--- src/rtl/serial_subtract_controller.sv ---
// Bit-serial subtractor: computes minuend - subtrahend LSB first over WIDTH cycles
// through a single full-subtractor cell. Optional macro SATURATE_EN clamps underflow to 0.
`timescale 1ns/1ps

module serial_full_subtractor (
  input  logic a_i,
  input  logic b_i,
  input  logic bin_i,
  output logic diff_o,
  output logic bout_o
);
  assign diff_o = a_i ^ b_i ^ bin_i;
  assign bout_o = (~a_i & b_i) | (~(a_i ^ b_i) & bin_i);
endmodule

module serial_subtract_controller #(
  parameter int WIDTH = 8
) (
  input  logic             clk,
  input  logic             rst,
  input  logic             start,
  input  logic [WIDTH-1:0] minuend,
  input  logic [WIDTH-1:0] subtrahend,
  output logic             busy,
  output logic             done,
  output logic [WIDTH-1:0] difference,
  output logic             borrow_out
);
  localparam int CW = $clog2(WIDTH);

  typedef enum logic [1:0] {S_IDLE, S_RUN, S_DONE} state_t;

  state_t           state_q;
  logic [WIDTH-1:0] a_q, b_q, res_q, difference_q;
  logic [CW-1:0]    cnt_q;
  logic             borrow_q, borrow_out_q, busy_q, done_q;

  logic             fs_diff, fs_bout;
  logic [WIDTH-1:0] res_d, diff_d;
  logic             last_bit;

  serial_full_subtractor u_fs (
    .a_i   (a_q[0]),
    .b_i   (b_q[0]),
    .bin_i (borrow_q),
    .diff_o(fs_diff),
    .bout_o(fs_bout)
  );

  // New diff bit enters at the MSB so bit 0 lands at the LSB after WIDTH shifts.
  assign res_d    = {fs_diff, res_q[WIDTH-1:1]};
  assign last_bit = (cnt_q == CW'(WIDTH - 1));

`ifdef SATURATE_EN
  assign diff_d = fs_bout ? '0 : res_d;
`else
  assign diff_d = res_d;
`endif

  always_ff @(posedge clk or posedge rst) begin
    if (rst) begin
      state_q      <= S_IDLE;
      a_q          <= '0;
      b_q          <= '0;
      res_q        <= '0;
      cnt_q        <= '0;
      borrow_q     <= 1'b0;
      difference_q <= '0;
      borrow_out_q <= 1'b0;
      busy_q       <= 1'b0;
      done_q       <= 1'b0;
    end else begin
      case (state_q)
        S_IDLE, S_DONE: begin
          done_q <= 1'b0;
          if (start) begin
            a_q      <= minuend;
            b_q      <= subtrahend;
            res_q    <= '0;
            cnt_q    <= '0;
            borrow_q <= 1'b0;
            busy_q   <= 1'b1;
            state_q  <= S_RUN;
          end else begin
            state_q <= S_IDLE;
          end
        end
        S_RUN: begin
          a_q      <= a_q >> 1;
          b_q      <= b_q >> 1;
          res_q    <= res_d;
          borrow_q <= fs_bout;
          if (last_bit) begin
            difference_q <= diff_d;
            borrow_out_q <= fs_bout;
            busy_q       <= 1'b0;
            done_q       <= 1'b1;
            state_q      <= S_DONE;
          end else begin
            cnt_q <= cnt_q + 1'b1;
          end
        end
        default: begin
          busy_q  <= 1'b0;
          done_q  <= 1'b0;
          state_q <= S_IDLE;
        end
      endcase
    end
  end

  assign busy       = busy_q;
  assign done       = done_q;
  assign difference = difference_q;
  assign borrow_out = borrow_out_q;
endmodule
--- config.mk ---
export PLATFORM = sky130hd
export DESIGN_NAME = serial_subtract_controller
export DESIGN_NICKNAME = d
export VERILOG_FILES = /design/src/rtl/serial_subtract_controller.sv
export SDC_FILE = /design/constraint.sdc
export NUM_CORES = 1
export LEC_CHECK = 0
export ABC_AREA = 1
export ABC_CLOCK_PERIOD_IN_PS = 1600
export CORE_UTILIZATION = 52
export CTS_CLUSTER_SIZE = 16
export DETAILED_ROUTE_END_ITERATION = 7
export PLACE_DENSITY_LB_ADDON = 0.15
export SLEW_MARGIN = 20
export SYNTH_ARGS = -nofsm -noshare
export SYNTH_HDL_FRONTEND = slang
export SYNTH_SLANG_ARGS = --single-unit
--- constraint.sdc ---
create_clock -name clk -period 1.6 [get_ports clk]
set_input_delay 0.32 -clock clk [delete_from_list [all_inputs] [get_ports clk]]
set_output_delay 0.32 -clock clk [all_outputs]
set_load 0.02 [all_outputs]
# Word level (Yosys, flattened, before mapping)
# Index checks and enable logic that the tools add are counted.
totals:
  reg_bits: 41
  out_inout_bits: 11
classes:
  addsub: 1
  eq_ne: 6
  mux: 19
  bitwise: 7
  n_reduce_logical: 7
ops:
  columns: ["op", "n"]
  rows:
  - ["case mux 8 bit (2 select lines)", 3]
  - ["2-to-1 mux 8 bit", 3]
  - ["2-to-1 mux 1 bit", 6]
  - ["2-to-1 mux 3 bit", 2]
  - ["inequality test 2 bit, second input constant", 3]
  - ["case mux 3 bit (2 select lines)", 1]
  - ["AND reduction 2 bit", 3]
  - ["case mux 1 bit (2 select lines)", 2]
  - ["case mux 2 bit (2 select lines)", 1]
  - ["adder 3 x 1 -> 3 bit, second input constant", 1]
  - ["equality test 3 bit, second input constant", 1]
  - ["AND reduction 3 bit", 1]
  - ["bitwise AND 1 bit", 2]
  - ["equality test 2 x 1 -> 1 bit, second input constant", 1]
  - ["equality test 2 bit, second input constant", 1]
  - ["logical NOT 2 bit", 1]
  - ["2-to-1 mux 2 bit", 1]
  - ["NOT 1 bit", 2]
  - ["nonzero test 2 bit", 1]
  - ["OR reduction 2 bit", 1]
  - ["XOR 1 bit", 2]
  - ["bitwise OR 1 bit", 1]

# Longest topological paths before layout
# Gate-level depths: netlist (run 1).
depth:
  word_depth: 5
  ltp_mapped: 7

# Cells and area by module
# From an unflattened synthesis (run 1), not the netlist that was laid out.
unflattened:
  hier_cells: 226
  hier_area_um2: 1844.3
modules_own_cells:
  columns: ["module", "n_inst", "cells_per_inst", "area_per_inst_um2", "seq_area_each_um2"]
  rows:
  - ["serial_subtract_controller", 1, 222, 1813.0, 975.9]
  - ["serial_full_subtractor", 1, 4, 31.3, 0.0]

# Worst setup path after synthesis (run 1)
# OpenSTA, ideal clock, no wires.
synth_path:
  path_type: "register to register"
  start: "register cnt_q[0]"
  end: "register cnt_q[0]"
  setup_ns: 0.118
  arrival_time_ns: 1.155
  required_time_ns: 1.482
  setup_slack_ns: 0.328
  stages_incl_launch_ff: 7
  period_less_slack_ns: 1.272
  path_cell_list: "dfrtp_1 ha_1 ha_1 inv_1 nand3_1 nand3_1 nand2_1"
synth_via:
  elab_chain_cells: 3
synth_rtl:
  columns: ["element", "line_no", "rtl"]
  rows:
  - ["from (decl)", "35", "logic [CW-1:0] cnt_q;"]
  - ["from (signal assigned)", "100", "cnt_q <= cnt_q + 1'b1;"]
  - ["adder 3 x 1 -> 3 bit / equality test 3 bit (equally long branches)", "100, 52", null]
  - ["2-to-1 mux 3 bit / inequality test 2 bit (equally long branches)", null, null]
  - ["case mux 3 bit (2 select lines) / AND reduction 3 bit (equally long branches)", null, null]
# Several ways; a longest one is shown, not always the timed one. The select of a mux whose other input is x is not followed.
# A chain may end at the register's enable or synchronous reset.

==> results of run 1 <==
registers in the layout (all words and copies together) (netlist names):
signal / flops
state_q: 2
a_q: 8
b_q: 8
res_q: 7
borrow_q: 1
cnt_q: 3
difference: 8
borrow_out: 1
busy: 1
layout make-up:
| type | count | area (µm²) | share of cell area |
|---|---|---|---|
| Tap cell | 46 | 57.56 | 0.02521 |
| Inverter | 45 | 168.9 | 0.07397 |
| Clock buffer | 5 | 37.54 | 0.01644 |
| Multi-Input combinational cell | 131 | 660.6 | 0.2893 |
| Clock inverter | 3 | 43.79 | 0.01918 |
| Timing Repair Buffer | 34 | 339.1 | 0.1485 |
| Sequential cell | 39 | 975.9 | 0.4274 |
path summary, 6_finish.rpt:
check | end | cells past startpoint | from
worst max-delay path | done | 1 | state_q[1]
min in group clk | difference[7] | 2 | difference[7]
worst min-delay path | cnt_q[0] | 3 | rst
worst max register to register | cnt_q[0] | 6 | cnt_q[0]
max in group asynchronous | b_q[2] | 3 | rst
worst min register to register | difference[7] | 2 | difference[7]
kinds of logic (layout without fill, tap and decap cells):
group | count (synthesis) | after routing | synth area share
DFF | 39 | 39 | 0.5260
and+or+nand+nor | 110 | 110 | 0.2670
AOI/OAI and AO/OA | 18 | 18 | 0.06473
buffers and inverters | 53 | 87 | 0.1180
adders and majority gates | 3 | 3 | 0.02427
power by group:
| group | internal (mW) | switching (mW) |
|---|---|---|
| combinational | 0.837 | 1.29 |
| sequential | 1.46 | 0.246 |
| clock | 0.329 | 0.339 |
stage by stage:
step | instance area, µm² | util
2_1_floorplan | 1856 | -
3_3_place_gp | 2216 | 0.6537
3_5_place_dp | 2216 | 0.6537
4_1_cts | 2283 | 0.6737
5_1_grt | 2283 | 0.6737
6_report | 2283 | 0.6737
synth_stat cells:
cell / number
buf_2: 4
buf_4: 2
buf_6: 1
clkbuf_1: 1
dfrtp_1: 39
fa_1: 1
ha_1: 2
inv_1: 42
inv_2: 3
nand2_1: 69
nand2_2: 1
nand2_4: 3
nand3_1: 32
nand4_1: 3
nor2_4: 1
o21ai_0: 5
o21ai_1: 5
o21ai_2: 8
or2_2: 1
cell usage in the layout, fill, tap and decap left out:
master,synthesis,layout
clkinv_2,0,1
nand2_2,1,1
or2_2,1,1
buf_12,0,2
o21ai_1,5,5
inv_1,42,42
nand2_4,3,3
nor2_4,1,1
dfrtp_1,39,39
fa_1,1,1
clkdlybuf4s50_1,0,18
o21ai_0,5,5
buf_4,2,3
nand2_1,69,69
o21ai_2,8,8
clkbuf_4,0,5
clkinv_4,0,1
ha_1,2,2
nand4_1,3,3
dlygate4sd2_1,0,11
inv_2,3,3
nand3_1,32,32
bufinv_16,0,1
metal layers:
layer / wire (µm) / vias to the layer above
met5: 0 / -
met4: 48 / 0
met3: 144 / 4
met2: 1548 / 34
met1: 1678 / 677
li1: - / 751
==> impl_metrics.py, run 1 <==
metrics = {
    "routing": {
        "finalWirelength_um": 3419,
        "drcViolationCount": 0,
        "postRouteAntennaNets": 0,
        "avgRoutedWirePerCell_um": 11.28,
        "drt_first_iter_violations": 99,
        "vias_per_cell": 4.838,
        "vias": 1466,
        "dr.pass1.iters": 4,
    },
    "worst_setup_path": {
        "cp_num_buf_inv": 1,
        "cp.arrival_ns": 1.14,
        "path_class": "reg2out",
        "rrSetupSlack_ns": 0.15,
        "max_stage_delay_ns": 0.43,
        "end_kind": "primary output",
        "cp.required_ns": 1.28,
        "cp-start-kind": "flop",
        "cp_max_fo": 3,
        "cp_top_family": "flip-flops",
        "path_cells": "dlygate4sd2_1",
        "cp_slowest_cell": "dfrtp_1",
    },
    "global_route": {
        "grt_pass1_vias": 1247,
        "grt_pass1_wl_um": 5595,
        "grtUsageMet2": 0.3210,
        "globalRouteMet1Util": 0.2789,
        "met3_usage": 0.06211,
        "grt_start_max_net_pins": 40,
        "overflow": 0,
        "grt_usage": 0.2063,
        "grt_antenna_before_repair": 0,
        "grt_busiest_layer": "met2",
    },
    "die": {
        "dieArea_um2": 3811,
        "coreArea_um2": 3390,
        "die_h_um": 61.74,
        "die_w_um": 61.74,
        "ios": 30,
        "rows": 21,
        "start_util": 0.5474,
    },
    "logic_synthesis": {
        "synth_area_um2": 1856,
        "synth.ff_latch_count": 39,
        "yosys_warnings": 0,
        "post_synth.cell_area_avg_um2": 8.321,
        "syn_inst": 223,
        "yosysSeqAreaShare": 0.5260,
        "ys_top_cells_by_area": "dfrtp_1, nand2_1, nand3_1, inv_1, o21ai_2",
        "synth_top_area_frac": 0.5260,
        "ys_types": 19,
        "synth_area_leader_cell": "dfrtp_1",
        "syn_nets": 245,
    },
    "cts": {
        "holdBufCountCts": 0,
        "cts_setup_buffers": 0,
        "cts_resized": 11,
        "clkSlewWorstSetupHoldPaths_ns": 0.12,
        "clock_path_buffers": 2,
        "cts_sinks": 39,
        "clk_latency_ns": 0.35,
        "cts_root_buffer": "clkbuf_4",
        "cts_tree": "built",
        "h-tree-depth": 2,
        "cts_buffers": 5,
    },
    "sta": {
        "maxSlewViolCount": 0,
        "tightest_slew_ns": 0.2398,
        "layout_setup_ws_ns": 0.1418,
        "finalSetupViolCount": 0,
        "max_clock_freq_ghz": 0.6858,
        "timing.hold.ws_ns": 0.3097,
        "post-route-min-period_ns": 1.458,
        "worst_clock_skew_ns": 0.009240,
        "rsz0062_at_grt": "no",
        "finalHoldViolCount": 0,
        "post-route-period-util": 0.9114,
        "fin_tns_setup_ns": 0,
        "slew_headroom": 0.8400,
    },
    "power": {
        "powerDensity_nw_per_um2": 1971,
        "p_total_mw": 4.500,
        "power_leakage_nw": 1.260,
        "peakVddDrop_v": 0.0008224,
    },
    "placement": {
        "placed_cells": 295,
        "dp_slack_ns": 0.09666,
        "gp_congestion": 0.7207,
        "numPortBuffers": 29,
        "dp_hpwl_um": 2270,
    },
    "finish": {
        "fillers": 301,
        "drive_above_1_share": 0.1167,
        "nets": 278,
        "n_antenna_cell": 0,
        "fin_cells": 303,
        "syn2layout_area_growth_pct": 23.06,
    },
    "hold_path": {
        "min_path_type": "in2async",
    },
    "run_status": {
        "status": "completed",
    },
    "flow_run": {
        "cap_violations": 0,
    },
}
No activity file was read; power rests on OpenSTA's default activity.
==> run 2, diff against run 1 <==
Settings changed: MAX_ROUTING_LAYER from default to met4.
==> results of run 2 <==
The final DEF is identical to that of run 1; final timing and power are the same.
Among the figures that moved: final weighted congestion in routability-driven placement 0.7207 -> 0.7291; overall routing resource usage 0.2063 -> 0.2129
